--- src/rtl/dpi_pkg.sv ---
// dpi_pkg: shared state encoding, widths and default timing for the DPI stream sequencer
package dpi_pkg;
  localparam int SID_W = 6;
  localparam int NUM_SID = 1 << SID_W;
  localparam int NUM_RE_DEF = 8;
  localparam int LOAD_GAP_DEF = 2;
  localparam int DRAIN_GAP_DEF = 3;
  localparam int CNT_W = 8;
  typedef enum logic [2:0] {S_IDLE, S_LOAD, S_GAP, S_STREAM, S_DRAIN, S_EOP} state_e;
  // Terminal count for a phase lasting n cycles, with the counter starting at zero on entry.
  function automatic logic [CNT_W-1:0] last_cnt(input int n);
    return CNT_W'(n - 1);
  endfunction
endpackage

--- src/rtl/dpi_stream_cfg_mem.sv ---
// dpi_stream_cfg_mem: per-stream matcher enable masks, synchronous write and asynchronous read
module dpi_stream_cfg_mem
  import dpi_pkg::*;
#(
  parameter int NUM_RE = NUM_RE_DEF
) (
  input  logic              clk,
  input  logic              rst,
  input  logic              we,
  input  logic [SID_W-1:0]  waddr,
  input  logic [NUM_RE-1:0] wdata,
  input  logic [SID_W-1:0]  raddr,
  output logic [NUM_RE-1:0] rdata
);
  logic [NUM_RE-1:0] mem_q [NUM_SID];
  always_ff @(posedge clk) begin
    if (rst) mem_q <= '{default: '0};
    else if (we) mem_q[waddr] <= wdata;
  end
  assign rdata = mem_q[raddr];
endmodule

--- src/rtl/dpi_stream_sequencer.sv ---
// dpi_stream_sequencer: frames each packet as load/gap/stream/drain/eop for NUM_RE parallel
// regex matchers and returns their fired flags as one result per packet.
module dpi_stream_sequencer
  import dpi_pkg::*;
#(
  parameter int NUM_RE = NUM_RE_DEF,
  parameter int LOAD_GAP = LOAD_GAP_DEF,
  parameter int DRAIN_GAP = DRAIN_GAP_DEF
) (
  input  logic              clk,
  input  logic              rst,
  input  logic              in_vld,
  input  logic              in_sop,
  input  logic              in_eop,
  input  logic [7:0]        in_data,
  input  logic [SID_W-1:0]  in_sid,
  output logic              in_ready,
  input  logic              cfg_we,
  input  logic [SID_W-1:0]  cfg_addr,
  input  logic [NUM_RE-1:0] cfg_wdata,
  input  logic              cfg_clr_seen,
  output logic              load_state,
  output logic              new_stream_id,
  output logic              char_in_vld,
  output logic              eop,
  output logic [7:0]        char_in,
  output logic [SID_W-1:0]  stream_id,
  output logic [NUM_RE-1:0] enable,
  input  logic [NUM_RE-1:0] fired,
  output logic              res_vld,
  output logic [SID_W-1:0]  res_sid,
  output logic [NUM_RE-1:0] res_fired,
  output logic              err_orphan
);
  state_e state_q, state_d;
  logic [CNT_W-1:0] cnt_q, cnt_d;
  logic [NUM_SID-1:0] seen_q, seen_d;
  logic [SID_W-1:0] sid_q, res_sid_q;
  logic [NUM_RE-1:0] mask_q, rd_mask, res_fired_q;
  logic [7:0] sop_byte_q, char_q;
  logic sop_eop_q, char_vld_q, err_q, res_vld_q;
  logic accept, sop_take, stream_beat, emit_sop, drain_done;

  dpi_stream_cfg_mem #(.NUM_RE(NUM_RE)) u_cfg_mem (
    .clk   (clk),
    .rst   (rst),
    .we    (cfg_we),
    .waddr (cfg_addr),
    .wdata (cfg_wdata),
    .raddr (in_sid),
    .rdata (rd_mask)
  );

  assign accept = in_vld && in_ready;
  assign sop_take = accept && in_sop && state_q == S_IDLE;
  assign stream_beat = accept && !in_sop && state_q == S_STREAM;
  // With a single-cycle load gap the sop byte leaves straight out of LOAD.
  assign emit_sop = (state_q == S_LOAD && LOAD_GAP == 1) ||
                    (state_q == S_GAP && cnt_q == last_cnt(LOAD_GAP - 1));
  assign drain_done = state_q == S_DRAIN && cnt_q == last_cnt(DRAIN_GAP);

  always_ff @(posedge clk) begin
    if (rst) begin
      state_q <= S_IDLE;
      cnt_q <= '0;
    end else begin
      state_q <= state_d;
      cnt_q <= cnt_d;
    end
  end

  always_comb begin
    state_d = state_q;
    case (state_q)
      S_IDLE:        state_d = sop_take ? S_LOAD : S_IDLE;
      S_LOAD, S_GAP: state_d = emit_sop ? (sop_eop_q ? S_DRAIN : S_STREAM) : S_GAP;
      S_STREAM:      state_d = accept && (in_eop || in_sop) ? S_DRAIN : S_STREAM;
      S_DRAIN:       state_d = drain_done ? S_EOP : S_DRAIN;
      default:       state_d = S_IDLE;
    endcase
    cnt_d = state_d != state_q ? '0 : cnt_q + CNT_W'(1);
  end

  always_comb begin
    in_ready = !rst && (state_q == S_IDLE || state_q == S_STREAM);
    load_state = !rst && state_q == S_LOAD;
    new_stream_id = load_state && !seen_q[sid_q];
    eop = !rst && state_q == S_EOP;
    seen_d = cfg_clr_seen ? '0 : seen_q;
    if (load_state) seen_d[sid_q] = 1'b1;
  end

  always_ff @(posedge clk) begin
    if (rst) begin
      seen_q <= '0;
      sid_q <= '0;
      mask_q <= '0;
      sop_byte_q <= '0;
      sop_eop_q <= 1'b0;
      char_q <= '0;
      char_vld_q <= 1'b0;
      err_q <= 1'b0;
      res_vld_q <= 1'b0;
      res_sid_q <= '0;
      res_fired_q <= '0;
    end else begin
      seen_q <= seen_d;
      if (sop_take) begin
        sid_q <= in_sid;
        mask_q <= rd_mask;
        sop_byte_q <= in_data;
        sop_eop_q <= in_eop;
      end
      char_vld_q <= emit_sop || stream_beat;
      if (emit_sop) char_q <= sop_byte_q;
      else if (stream_beat) char_q <= in_data;
      // A sop inside a packet truncates it and is reported like an orphan in IDLE.
      err_q <= accept && (state_q == S_IDLE ? !in_sop : in_sop);
      res_vld_q <= state_q == S_EOP;
      if (state_q == S_EOP) begin
        res_sid_q <= sid_q;
        res_fired_q <= fired;
      end
    end
  end

  assign char_in = char_q;
  assign char_in_vld = char_vld_q;
  assign stream_id = sid_q;
  assign enable = mask_q;
  assign res_vld = res_vld_q;
  assign res_sid = res_sid_q;
  assign res_fired = res_fired_q;
  assign err_orphan = err_q;
endmodule

--- config.mk ---
export PLATFORM = sky130hd
export DESIGN_NAME = dpi_stream_sequencer
export DESIGN_NICKNAME = d
export VERILOG_FILES = /design/src/rtl/dpi_pkg.sv /design/src/rtl/dpi_stream_cfg_mem.sv /design/src/rtl/dpi_stream_sequencer.sv
export SDC_FILE = /design/constraint.sdc
export NUM_CORES = 1
export LEC_CHECK = 0
export CORE_MARGIN = 5
export CORE_UTILIZATION = 61
export CTS_CLUSTER_SIZE = 24
export DETAILED_ROUTE_END_ITERATION = 16
export PLACE_DENSITY = 0.83
export SLEW_MARGIN = 30
export SYNTH_ARGS = -nofsm -noshare
export SYNTH_HDL_FRONTEND = slang
export SYNTH_SLANG_ARGS = --single-unit
--- constraint.sdc ---
create_clock -name clk -period 6 [get_ports clk]
set_input_delay 0.9 -clock clk [delete_from_list [all_inputs] [get_ports clk]]
set_output_delay 0.9 -clock clk [all_outputs]
set_load 0.1 [all_outputs]
==> impl_metrics.tcl, run 1 <==
set metrics [dict create \
    status "complete, no violations" \
    regArea_sq_um 12710 \
    ys_ff_latch 635 \
    max_clock_freq_mhz 214.8 \
    synth_warnings 0 \
    clkSinkCount 635 \
    postSynthNetCount 3252 \
    antenna_cells 0 \
    cts_tree "done" \
    syn_inst 3206 \
    core-area_sq_um 45190 \
    slew_violations 0 \
    cts_resized 0 \
    max-slew-margin-rel_pct 31.58 \
    grt_max_degree 121 \
    seq_power_share_pct 48.3 \
    crit_buf_inv 2 \
    synthTopCellsByArea "dfxtp_1, nand2_1, a21oi_1, mux2i_1, mux4_2" \
    worstPathRequired_ns 5.10 \
    start_kind "flop" \
    wl_microns 78620 \
    antenna_found_initial 0 \
    postRouteAntennaNets 0 \
    timing_hold_violations_final 0 \
    p_sw_share_pct 24.13 \
    rsz0062_at_grt "no" \
    dp.cells 3643 \
    stdcell_count 3751 \
    grt_pass1_vias 23520 \
    fillers 3346 \
    crit_path_end_kind "primary output" \
    hold_buffers 0 \
    wire_per_inst_microns 20.96 \
    rows 78 \
    dr.pass1.iters 6 \
    tightest_slew_ns 1.023 \
    htree_levels 2 \
    hpwlAfterDp_microns 46730 \
    initial_utilization_pct 61.43 \
    clk_path_buf_depth 3 \
    grt_pass1_wl_microns 124300 \
    synth_edf_count 0 \
    die_area_sq_um 49870 \
    hold_path.class "reg2reg" \
    critPathMaxFanout 26 \
    overflow 0 \
    syn-cell-area_sq_um 27760 \
    criticalPathCategory "reg2out" \
    drtIter0Drc 3210 \
    cts_made_buffers 61 \
    pre_cts_ws_ns 1.687 \
    maxCapViolCount 0 \
    via_per_inst 6.503 \
    track_usage_pct 29.99 \
    synth-seq-area-share_pct 45.80 \
    clock_skew_ns 0.02723 \
    multi_input_area_sq_um 13910 \
    synth_area_per_cell_sq_um 8.658 \
    p_comb_share_pct 7.1 \
    p_per_area_nw_per_um2 287.8 \
    insertion_delay_ns 0.63 \
    synthFlopType "dfxtp_1" \
    power_frac_clock_pct 44.6 \
    final_nets 3152 \
    slowest_stage "clkdlybuf4s50_1" \
    crit_chain "buf_4, mux2_2, nand3_1, o2111ai_1, a211oi_1, and4_1, clkdlybuf4s50_1" \
    fin_ws_ns 1.345 \
    cp_slowest_stage_delay_ns 1.14 \
    drive_gt1_share_pct 11.23 \
    area_growth_pct 10.59 \
    place.gp.congestion 0.9353 \
    io_buffer_count 85 \
    fin_crit_sh_pct 77.58 \
    io_pins 86 \
    ys_types 60 \
    synth_top_area_cell "dfxtp_1" \
    drc_errors 0 \
    ctsRootBufferMaster "clkbuf_16" \
    path_clk_slew_ns 0.06 \
    ys_async_sr_fraction_pct 0 \
    p_int_mw 6.703 \
    power.switching_mw 2.131 \
    postCtsSetupBuffers 0 \
    fp.dieH_microns 223.3 \
    setup_violations 0 \
    finalCriticalPeriod_ns 4.655 \
    synth_top_area_share_pct 45.80 \
    power_leakage_nw 10.26 \
    irDropWorstVdd_mv 0.2628 \
    crit_arrival_ns 3.75 \
    finalSetupTns_ns 0 \
    die_w_microns 223.3 \
    vias 24391 \
    crit_family "buffers and inverters" \
]
-- routing by layer --
metal / part of all wire [%] / vias to the layer above / wire length (microns) / GRT usage, %
met5: 0 / - / 0 / 0
met4: 3.8 / 0 / 2987 / 12.25
met3: 11 / 239 / 8727 / 6.447
met2: 46 / 1486 / 36310 / 47.76
met1: 39 / 11591 / 30600 / 39.96
li1: - / 11075 / - / -
-- cell usage after synthesis, types with 2 or more instances --
cell type	n
nand2b_1	6
a22oi_1	34
a32o_1	2
buf_1	34
nor3b_1	6
buf_2	38
a21oi_1	419
o31ai_1	17
mux4_2	71
nand3_1	305
nor2b_1	29
nor4_1	3
a2111oi_0	16
or3b_2	4
xnor2_1	3
o211ai_1	3
buf_6	2
dfxtp_1	635
a211oi_1	25
a31oi_1	9
or2_2	3
ha_1	3
xor2_1	5
nand3b_1	6
and4_1	2
and3_1	10
nor3_1	23
o2111ai_1	2
nand2_1	569
clkbuf_1	225
o21ai_0	141
a22o_1	35
nor2_2	17
mux2_2	70
buf_4	2
nor2_1	169
mux2i_1	190
nand4_1	5
and3b_1	10
inv_1	6
o22ai_1	33
-- flip-flops by register name, summed over array words and instances, names as in the netlist --
register,count
cnt_q,8
state_q,3
char_in_vld,1
err_orphan,1
char_in,8
res_fired,8
res_sid,6
sop_eop_q,1
stream_id,6
seen_q,64
res_vld,1
u_cfg_mem.mem_q,512
enable,8
sop_byte_q,8
-- final timing paths --
| check | from | to | slack [ns] | depth (start not counted) |
|---|---|---|---|---|
| hold reg to reg | res_fired[2]$_SDFFE_PP0P_ | res_fired[2]$_SDFFE_PP0P_ | 0.45 | 2 |
| setup / recovery | stream_id[0]$_SDFFE_PP0P_ | new_stream_id | 1.35 | 7 |
| setup reg to reg | state_q[0]$_SDFF_PP0_ | char_in[3]$_SDFFE_PP0P_ | 3.34 | 5 |
| hold / removal | res_fired[2]$_SDFFE_PP0P_ | res_fired[2]$_SDFFE_PP0P_ | 0.45 | 2 |
-- layout by cell type, fill, tap and decap left out, types with 33 or more instances in the layout --
master	count
mux2i_1	190
nand2_1	569
o21ai_0	141
dfxtp_1	634
nor2_1	165
nand3_1	304
clkbuf_16	61
buf_4	52
o22ai_1	33
mux4_2	71
a22o_1	35
clkdlybuf4s50_1	73
a21oi_1	419
mux2_2	70
a22oi_1	34
-- cells by family after synthesis --
| logic type | count (synthesis) | share of synthesized area, % |
|---|---|---|
| buffers and inverters | 307 | 4.404 |
| XOR/XNOR | 8 | 0.2524 |
| multiplexers | 331 | 15.45 |
| AO/OA/AOI/OAI | 747 | 15.33 |
| adder cells (fa/ha/maj) | 3 | 0.1352 |
| flip-flops | 635 | 45.80 |
| AND/OR/NAND/NOR | 1175 | 18.63 |
-- final cells by class --
type / count / share of cell area, %
clock buffer: 86 / 5.865
clock inverter: 22 / 0.8600
inverter: 6 / 0.07336
multi-input combinational: 2264 / 45.31
sequential: 635 / 41.41
tap: 600 / 2.445
timing repair buffer: 138 / 4.035
-- power by group through the flow --
stage / clock network, mW / registers (mW) / logic (mW)
3_3_place_gp: 0 / 4.36 / 0.593
2_1_floorplan: 0 / 4.40 / 0.387
4_1_cts: 3.97 / 4.27 / 0.608
3_5_place_dp: 0 / 4.36 / 0.604
5_1_grt: 4.16 / 4.27 / 0.653
6_report: 3.94 / 4.27 / 0.625
-- worst min-delay path: stages (launching register included) --
cell and delay, ns:
dfxtp_1 0.31, nand2_1 0.05, a21oi_1 0.05
-- per-stage QoR --
stage	total power, mW	util, %	instance area (sq um)	hold slack [ns]
floorplan	4.791	-	27760	0.4169
global placement	4.952	63.30	28600	0.4346
detailed placement	4.966	63.34	28620	0.4422
CTS	8.841	67.90	30680	0.4508
global route	9.083	67.94	30700	0.4657
finish	8.834	67.94	30700	0.4522
(Power assumes the default switching activity.)
==> run 2, diff against run 1 <==
CORE_UTILIZATION = 56   (was 61)
PLACE_DENSITY = 0.81   (was 0.83)
clock period = 4.2 ns   (was 6 ns; I/O delays follow)
==> run 2 against run 1 <==
Count of clock-buffer cells in the layout is 14 higher. Wire length is 2.4% higher. Via count is 0.95% higher. Combinational power is 45% higher.
==> impl_metrics.tcl, run 2 (synthesized netlist as in run 1, its figures left out) <==
set metrics [dict create \
    status "complete, no violations" \
    io_buffer_count 85 \
    r2r_slack_ns 1.55 \
    slew_violations 0 \
    postRouteAntennaNets 0 \
    final_cell_mix "dfxtp_1, nand2_1, a21oi_1" \
    die_area_sq_um 54120 \
    hold_path.class "in2reg" \
    whs_ns 0.3818 \
    top_regs "u_cfg_mem.mem_q x512, seen_q x64" \
    tightest_slew_ns 1.035 \
    post-route-cell-area_sq_um 31160 \
    drc_errors 0 \
    fin_crit_sh_pct 90.33 \
    max_clock_freq_mhz 263.6 \
    track_usage_pct 28.72 \
    reg2reg_from "state_q[0]$_SDFF_PP0_" \
    start_kind "flop" \
    clock_skew_ns 0.009932 \
    die_w_microns 232.6 \
    place.gp.congestion 0.9027 \
    cts_resized 0 \
    stdcell_count 3851 \
    crit_path_end_kind "primary output" \
    timing_hold_violations_final 0 \
    core-area_sq_um 48950 \
    hold_depth 3 \
    worst_r2r_endpoint "char_in[4]$_SDFFE_PP0P_" \
    largest_register_ff_count 512 \
    fin_ws_ns 0.4060 \
    overflow 0 \
    hold_path_end "stream_id[2]$_SDFFE_PP0P_" \
    maxCapViolCount 0 \
    dr.pass1.iters 6 \
    largest-register "u_cfg_mem.mem_q" \
    cts_made_buffers 68 \
    total_power_mw 13.05 \
    io_pins 86 \
    worstHoldStart "in_sid[2]" \
    insertion_delay_ns 0.60 \
    area_growth_pct 12.26 \
    p_per_area_nw_per_um2 418.7 \
    finalSetupTns_ns 0 \
    drtIter0Drc 3184 \
    htree_levels 3 \
    clk_path_buf_depth 3 \
    place_area_sq_um 28900 \
    antenna_found_initial 1 \
    finalCriticalPeriod_ns 3.794 \
    antenna_cells 0 \
    initial_utilization_pct 56.71 \
    setup_violations 0 \
    ctsRootBufferMaster "clkbuf_16" \
    final_common_cell "dfxtp_1" \
    clkSinkCount 635 \
    grt_max_degree 175 \
    cts_tree "done" \
    reg2reg_depth 5 \
    vias 24623 \
    final_nets 3181 \
    hpwlAfterDp_microns 50520 \
    worstPathRequired_ns 3.57 \
    rsz0062_at_grt "no" \
    fp.dieH_microns 232.6 \
    critPathMaxFanout 23 \
    drive_gt1_share_pct 11.92 \
    wl_microns 80540 \
    postCtsSetupBuffers 0 \
    rows 81 \
    path_clk_slew_ns 0.06 \
    irDropWorstVdd_mv 0.3649 \
    hold_buffers 0 \
    grt_pass1_vias 23405 \
    via_per_inst 6.394 \
    dp.cells 3729 \
    crit_arrival_ns 3.16 \
    max-slew-margin-rel_pct 30.77 \
    criticalPathCategory "reg2out" \
    power_leakage_nw 10.50 \
    grt_pass1_wl_microns 126700 \
    pre_cts_ws_ns 0.6310 \
    final_util_pct 63.66 \
    wire_per_inst_microns 20.92 \
]
## run 2: cell types whose count changed in the layout (fill, tap and decap cells not counted), sizes merged
cell,before,now
buf,65,93
inv,8,7
clkdlybuf4s50,73,67
bufinv,5,4
clkbuf,86,100
clkinvlp,3,0
clkinv,12,17
## run 2: final cells by class
class                   count  area (sq um)
clock buffers             100          2028
clock inverters            22         221.5
fillers                  3895         17790
inverters                   6         22.52
multi-input cells        2264         13890
flip-flops and latches    635         12710
well taps                 664         830.8
repair buffers            160          1458
## run 2: metal layers
metal | GRT usage (%) | up-vias | share of wire, %
li1 | - | 11143 | -
met1 | 39.05 | 11824 | 40
met2 | 44.89 | 1421 | 46
met3 | 5.772 | 235 | 10
met4 | 12.11 | 0 | 4.0
met5 | 0 | - | 0
## run 2: where the power goes
group | switching [mW] | internal (mW)
Combinational | 0.662 | 0.247
Clock | 2.43 | 3.60
Sequential | 0.0392 | 6.06
Total | 3.14 | 9.91
## run 2: critical path, stage by stage, from the launching register on
cell      delay, ns
dfxtp_1        0.80
buf_4          0.40
and3b_1        0.25
a221oi_1       0.28
o21ai_0        0.18
o211ai_1       0.12
and4_1         0.23
buf_4          0.29
## run 2: how the worst max path moves through the flow
stage,startpoint,end,slack [ns]
final,stream_id[2]$_SDFFE_PP0P_,new_stream_id,0.41
after global routing,stream_id[2]$_SDFFE_PP0P_,new_stream_id,0.19
after CTS,stream_id[2]$_SDFFE_PP0P_,new_stream_id,0.39
after detailed placement,in_sid[3],enable[5]$_SDFFE_PP0P_,0.63
after global placement,in_sid[3],enable[5]$_SDFFE_PP0P_,0.72
after floorplan,rst,in_ready,0.26
